### config.mk
export PLATFORM = sky130hd
export DESIGN_NAME = riscv_ex_operand_stage
export DESIGN_NICKNAME = d
export VERILOG_FILES = /design/src/rtl/riscv_ex_operand_stage.sv
export SDC_FILE = /design/constraint.sdc
export NUM_CORES = 1
export LEC_CHECK = 0
export CORE_AREA = 10 10 151 153
export CTS_BUF_LIST = sky130_fd_sc_hd__clkbuf_4
export CTS_CLUSTER_DIAMETER = 80
export DETAILED_ROUTE_END_ITERATION = 10
export DIE_AREA = 0 0 161 163
export MAX_ROUTING_LAYER = met4
export PLACE_DENSITY = 0.86
export SLEW_MARGIN = 10
export SYNTH_ARGS = -nofsm -noshare
export SYNTH_HDL_FRONTEND = slang
export SYNTH_SLANG_ARGS = --single-unit
export TNS_END_PERCENT = 50
### constraint.sdc
create_clock -name i_clk -period 8.1 [get_ports i_clk]
set_input_delay 2.025 -clock i_clk [delete_from_list [all_inputs] [get_ports i_clk]]
set_output_delay 2.025 -clock i_clk [all_outputs]
set_load 0.01 [all_outputs]
### src/rtl/riscv_ex_operand_stage.sv
// ID/EX pipeline register with EX-side forwarding and operand selection.
// Also raises the load-use stall and turns flushed/stalled slots into bubbles.
module riscv_ex_operand_stage #(
  parameter int XLEN   = 32,
  parameter bit FWD_EN = 1'b1
) (
  input  logic            i_clk,
  input  logic            i_rst,
  input  logic            i_id_valid,
  input  logic [XLEN-1:0] i_id_pc,
  input  logic [XLEN-1:0] i_id_rs1_data,
  input  logic [XLEN-1:0] i_id_rs2_data,
  input  logic [XLEN-1:0] i_id_imm,
  input  logic [4:0]      i_id_rs1_addr,
  input  logic [4:0]      i_id_rs2_addr,
  input  logic [4:0]      i_id_rd_addr,
  input  logic [3:0]      i_id_alu_ctrl,
  input  logic            i_id_alu_src_a,
  input  logic            i_id_alu_src_b,
  input  logic            i_id_zero_condition,
  input  logic            i_id_reg_write,
  input  logic            i_id_mem_write,
  input  logic            i_id_branch,
  input  logic            i_id_jump,
  input  logic [1:0]      i_id_result_src,
  input  logic            i_mem_reg_write,
  input  logic [4:0]      i_mem_rd_addr,
  input  logic [XLEN-1:0] i_mem_alu_result,
  input  logic            i_wb_reg_write,
  input  logic [4:0]      i_wb_rd_addr,
  input  logic [XLEN-1:0] i_wb_result,
  input  logic            i_flush_e,
  output logic [XLEN-1:0] o_alu_a,
  output logic [XLEN-1:0] o_alu_b,
  output logic [3:0]      o_alu_ctrl,
  output logic            o_zero_condition,
  output logic [XLEN-1:0] o_ex_write_data,
  output logic [XLEN-1:0] o_ex_pc,
  output logic [XLEN-1:0] o_ex_imm,
  output logic [4:0]      o_ex_rd_addr,
  output logic            o_ex_reg_write,
  output logic            o_ex_mem_write,
  output logic            o_ex_branch,
  output logic            o_ex_jump,
  output logic            o_ex_valid,
  output logic [1:0]      o_ex_result_src,
  output logic            o_stall_fd
);

  typedef struct packed {
    logic            valid;
    logic [XLEN-1:0] pc;
    logic [XLEN-1:0] rs1_data;
    logic [XLEN-1:0] rs2_data;
    logic [XLEN-1:0] imm;
    logic [4:0]      rs1;
    logic [4:0]      rs2;
    logic [4:0]      rd;
    logic [3:0]      alu_ctrl;
    logic            src_a;
    logic            src_b;
    logic            zero_cond;
    logic            reg_write;
    logic            mem_write;
    logic            branch;
    logic            jump;
    logic [1:0]      result_src;
  } id_ex_t;

  id_ex_t id_d;
  id_ex_t ex_q;

  logic            rs_hit;
  logic [XLEN-1:0] fwd_rs1;
  logic [XLEN-1:0] fwd_rs2;

  always_comb begin
    id_d            = '0;
    id_d.valid      = i_id_valid;
    id_d.pc         = i_id_pc;
    id_d.rs1_data   = i_id_rs1_data;
    id_d.rs2_data   = i_id_rs2_data;
    id_d.imm        = i_id_imm;
    id_d.rs1        = i_id_rs1_addr;
    id_d.rs2        = i_id_rs2_addr;
    id_d.rd         = i_id_rd_addr;
    id_d.alu_ctrl   = i_id_alu_ctrl;
    id_d.src_a      = i_id_alu_src_a;
    id_d.src_b      = i_id_alu_src_b;
    id_d.zero_cond  = i_id_zero_condition;
    id_d.reg_write  = i_id_reg_write;
    id_d.mem_write  = i_id_mem_write;
    id_d.branch     = i_id_branch;
    id_d.jump       = i_id_jump;
    id_d.result_src = i_id_result_src;
  end

  // Load in EX whose rd is read by the instruction in ID.
  assign rs_hit = (i_id_rs1_addr == ex_q.rd)
                | (i_id_rs2_addr == ex_q.rd);

  assign o_stall_fd = ex_q.valid
                    & (ex_q.result_src == 2'b01)
                    & (ex_q.rd != 5'd0)
                    & i_id_valid
                    & rs_hit;

  always_ff @(posedge i_clk) begin
    if (i_rst)
      ex_q <= '0;
    else if (i_flush_e || o_stall_fd)
      ex_q <= '0;
    else
      ex_q <= id_d;
  end

  function automatic logic [XLEN-1:0] fwd_sel(
    input logic [4:0]      idx,
    input logic [XLEN-1:0] rf
  );
    logic mem_hit;
    logic wb_hit;
    mem_hit = FWD_EN & i_mem_reg_write
            & (i_mem_rd_addr != 5'd0)
            & (i_mem_rd_addr == idx);
    wb_hit  = FWD_EN & i_wb_reg_write
            & (i_wb_rd_addr != 5'd0)
            & (i_wb_rd_addr == idx);
    if (mem_hit)     return i_mem_alu_result;
    else if (wb_hit) return i_wb_result;
    else             return rf;
  endfunction

  always_comb begin
    fwd_rs1 = fwd_sel(ex_q.rs1, ex_q.rs1_data);
    fwd_rs2 = fwd_sel(ex_q.rs2, ex_q.rs2_data);
  end

  assign o_alu_a          = ex_q.src_a ? ex_q.pc  : fwd_rs1;
  assign o_alu_b          = ex_q.src_b ? ex_q.imm : fwd_rs2;
  assign o_ex_write_data  = fwd_rs2;
  assign o_alu_ctrl       = ex_q.alu_ctrl;
  assign o_zero_condition = ex_q.zero_cond;
  assign o_ex_pc          = ex_q.pc;
  assign o_ex_imm         = ex_q.imm;
  assign o_ex_rd_addr     = ex_q.rd;
  assign o_ex_reg_write   = ex_q.reg_write;
  assign o_ex_mem_write   = ex_q.mem_write;
  assign o_ex_branch      = ex_q.branch;
  assign o_ex_jump        = ex_q.jump;
  assign o_ex_valid       = ex_q.valid;
  assign o_ex_result_src  = ex_q.result_src;

endmodule

# == Yosys cells after proc, flatten, opt, wreduce, memory -nomap -nowiden ==
# Index checks and enable logic that the tools add are counted.
# word_totals
ff_bits,157
word_cells,46
output_inout_bits,178
inputBits,236
# op_classes
eq_ne,7
mux,6
reduce_logical,5
bitwise,11
# op_table
op,n
$mux W32,6
$eq A5 B5 Y1,6
$reduce_bool A5 Y1,3
$and A1 B1 Y1,10
$eq A2 B1 Y1 const B,1
$reduce_or A2 Y1,1
$logic_or A1 B1 Y1,1
$or A1 B1 Y1,1

# == Longest topological paths before layout ==
# Gate-level depths: netlist of run 1.
# logic_depth
depth_word,7
depth_mapped,8
depth_no_buf,5

# == Least setup slack after synthesis of run 1 ==
# OpenSTA, ideal clock, no wires.
# synth_path
path_kind,input-to-output
startpoint,input port i_mem_rd_addr[3]
endpoint,output port o_alu_a[10]
slack_ns,2.543
path_stages,8
arrival_ns,3.532
n_path_buf,3
path_cell_list,xnor2_1 > nand3_1 > or4_1 > buf_2 > nor2b_1 > buf_6 > buf_6 > a221oi_2
# synth_between
elab_chain_len,5
elab_cells_between_ends,6
classes_between,eq/ne: 1; mux: 2; bitwise: 2; reduce/logical: 1
# synth_rtl
item,line,rtl
"start, declared",27,"input logic [4:0] i_mem_rd_addr,"
$reduce_bool A5 Y1,124,& (i_mem_rd_addr != 5'd0)
$and A1 B1 Y1,124,
$and A1 B1 Y1 (*),125,& (i_mem_rd_addr == idx);
$mux W32 (*),129,if (mem_hit) return i_mem_alu_result;
$mux W32 (*),139,assign o_alu_a = ex_q.src_a ? ex_q.pc : fwd_rs1;
"end, declared",33,"output logic [XLEN-1:0] o_alu_a,"
# Every way passes the cells marked *; elsewhere a longest branch is shown, timed or not.

# == Worst setup path in the final report of run 1 ==
# layout_path
startpoint,input port i_mem_rd_addr[1]
endpoint,output port o_alu_a[0]
# Same word-level chain as after synthesis.

==> results.tsv, run 1 <==
metric	value	unit
post-layout instance area	11700	µm²
detailed placer's ending HPWL	25.1	mm
overflow left after global routing	0	
Post-Synthesis Mean Instance Area	8.83	µm²
number of DRC violations after detailed routing	0	
post-layout min period	7.04	ns
vias	7342	
global-route wire length before repair	46.2	mm
unrepaired setup endpoints after global routing	no	
sum of negative setup slack	0	ns
initial cell density of the core	38.4	%
die height	163	µm
startpoint type of the worst setup path	input pin	
via count of the first global-routing pass	7391	
Net Count, Synth	1101	
count of port buffers added during placement	413	
pins over their slew limit	0	
commonest non-fill, non-tap cells in the layout	clkdlybuf4s50_1 (413), and2_1 (159), dfxtp_1 (155), nand2_1 (68), a31oi_1 (62)	
Static Leak	0.00425	µW
relative slew slack	19.9	%
Post-layout nets	1407	
Highest Clock Rate	0.142	GHz
proportion of power drawn by combinational gates	22.7	%
DR WL met3	2.71	mm
hold buffer count at cts	0	
Least-Margin Pin Slew	1.20	ns
post-CTS clock slew at the launch and capture registers of the worst setup and hold paths	0.15	ns
total die area	26200	µm²
areal power density over the cells	150	nW/µm²
switching part of the total	27.6	%
number of buffer and inverter instances along the worst setup path	3	
period utilisation layout	87.0	%
synthesis warning total	0	
data arrival time of the worst path	5.02	ns
post-CTS resize count	0	
drt first pass iters	6	
CTS tree	built	
std cell rows	52	
antenna violation net count after detailed routing	0	
clock latency reported for the late side of the worst-skew pair	0.55	ns
crit path kind	input pin to output pin	
Peak VDD IR	0.0000760	V
worst-case clock skew	0.0224	ns
library cell used as clock root buffer	clkbuf_4	
result of the run	completed	
total placed instance area	11400	µm²
gr usage total	23.9	%
crit path max fanout	20	
HP Class	flop to flop	
area of the core	19900	µm²
total of flip-flops plus latches after synthesis	157	
capturing element type of the critical path	output pin	
part of the power in the clock network	30.3	%
maximum number of pins on one net before global-route repair	123	
clk sink count	157	
Slowest-stage cell, CP	or4_1	
Post-Route WL	32.4	mm
Final setup violation count	0	
worst path required time	6.08	ns
Met1 Routed Length	12.7	mm
max_cap viols	0	
clk buf depth	2	
H-tree depth reported by CTS	4	
slowest cell delay on critical path	0.54	ns
DR top layer	met4	
weighted congestion reported at the end of routability-driven placement	1.01	
antenna violations before repair	1	
library cell appearing most often on the critical path	clkdlybuf4s50_1	
sequential power share	46.9	%
number of buffers added by the clock tree synthesis step	17	
post-synthesis to final-layout area growth	53.5	%
synthesized area	7640	µm²
sequential fraction of the synthesis area	41.2	%
gate count after technology mapping	865	
Switch Pwr	485	µW
internal cell power	1280	µW
post-synthesis cell type count	28	
share of cells above drive strength 1	6.00	%
detailed-route wire length per cell	22.3	µm
family with the most delay on the worst path	buffers and inverters	
vias per inst	5.05	
violation count after the first detailed-route iteration	518	
Hold Vio Cnt, Final	0	
number of setup buffers added after CTS	0	
critical path cell sequence	clkdlybuf4s50_1 -> or4_1 -> o21ai_1 -> or4_2 -> nor2b_4 -> buf_4 -> a221oi_1 -> clkdlybuf4s50_1	
I/O pin count	414	
leading cell type in the layout, fill and taps excluded	clkdlybuf4s50_1	
routed length on met2	16.3	mm
die width	161	µm
-- synth_stat cells (all sizes together) --
master / count / share of area [%]
and2: 159 / 13
dfxtp: 157 / 41
buf: 98 / 9.4
nand2: 68 / 3.3
a31oi: 62 / 5.1
nand2b: 43 / 3.5
o31ai: 43 / 4.2
clkbuf: 41 / 2.0
nor2: 35 / 1.7
mux2i: 33 / 4.3
xnor2: 24 / 2.8
nor3: 23 / 1.5
a221oi: 21 / 3.9
inv: 21 / 1.0
a21oi: 15 / 0.98
nand3: 6 / 0.39
or4: 4 / 0.39
xor2: 4 / 0.46
a211oi: 2 / 0.26
nor2b: 2 / 0.16
nand4b: 1 / 0.11
o21ai: 1 / 0.065
o22ai: 1 / 0.082
or3: 1 / 0.082
-- registers in the layout, indices dropped and copies added (netlist names), 2 cells and up --
name	cells
o_ex_imm	32
o_alu_ctrl	4
o_ex_result_src	2
o_ex_pc	32
o_ex_rd_addr	5
ex_q	76
-- final timing paths --
| kind | depth (start not counted) | startpoint | slack (ns) | endpoint |
|---|---|---|---|---|
| max reg2reg | 6 | o_ex_rd_addr[4] | 5.44 | o_ex_pc[12] |
| min reg2reg | 4 | o_ex_rd_addr[2] | 1.33 | ex_q[8] |
| min | 4 | o_ex_rd_addr[2] | 1.33 | ex_q[8] |
| max | 8 | i_mem_rd_addr[1] | 1.06 | o_alu_a[0] |
-- power groups by stage --
stage          clock network (µW)  registers (µW)  logic (µW)
3_3_place_gp                    0             842         396
4_1_cts                       548             826         402
3_5_place_dp                    0             843         400
6_report                      534             826         400
5_1_grt                       577             830         423
2_1_floorplan                   0             831         159
-- kinds of logic (layout without fill, tap and decap cells) --
family | Yosys count | in the layout | share of synthesized area (%)
AOI/OAI and AO/OA | 145 | 145 | 14.6
xor gates and xnor gates | 28 | 28 | 3.21
buffers and inverters | 160 | 478 | 12.5
DFF | 157 | 157 | 41.2
muxes | 33 | 33 | 4.33
other | 0 | 1 | 0
and+or+nand+nor | 342 | 342 | 24.3
-- worst register-to-register path, delay by kind of cell (launching register included) --
family | cells | cell delay (ns)
AOI/OAI and AO/OA | 2 | 1.16
xor gates and xnor gates | 1 | 0.11
buffers and inverters | 1 | 0.43
DFF | 1 | 0.46
and+or+nand+nor | 2 | 0.42
-- layout make-up --
type,count,area [µm²]
tap,270,338
sequential,157,3150
inverter,21,78.8
clock buffer,20,150
fill,1732,8190
clock inverter,11,158
timing repair buffer,426,4260
antenna,1,2.50
multi-input combinational,548,3590
-- per-layer routing --
layer,vias up,track usage [%]
li1,3453,-
met2,403,39.9
met4,0,8.02
met1,3429,27.1
met5,-,-
met3,57,6.70
-- stage by stage --
step	instances	hold WS, ns	util [%]	worst slack (ns)	total power, µW
floorplan	865	0.996	-	2.54	990
global placement	1422	1.26	57.3	1.10	1240
detailed placement	1422	1.30	57.3	1.09	1240
CTS	1453	1.33	58.8	1.08	1780
global route	1454	1.42	58.9	0.926	1830
finish	1454	1.33	58.9	1.06	1760
(Power assumes the default switching activity.)
==> inputs of run 2 (changes only) <==
--- a/config.mk
+++ b/config.mk
@@ -12,6 +12,7 @@
 export DIE_AREA = 0 0 161 163
 export MAX_ROUTING_LAYER = met4
 export PLACE_DENSITY = 0.86
+export SETUP_SLACK_MARGIN = 0.3
 export SLEW_MARGIN = 10
 export SYNTH_ARGS = -nofsm -noshare
 export SYNTH_HDL_FRONTEND = slang
==> results of run 2 <==
The final DEF is identical to that of run 1; final timing and power are the same.
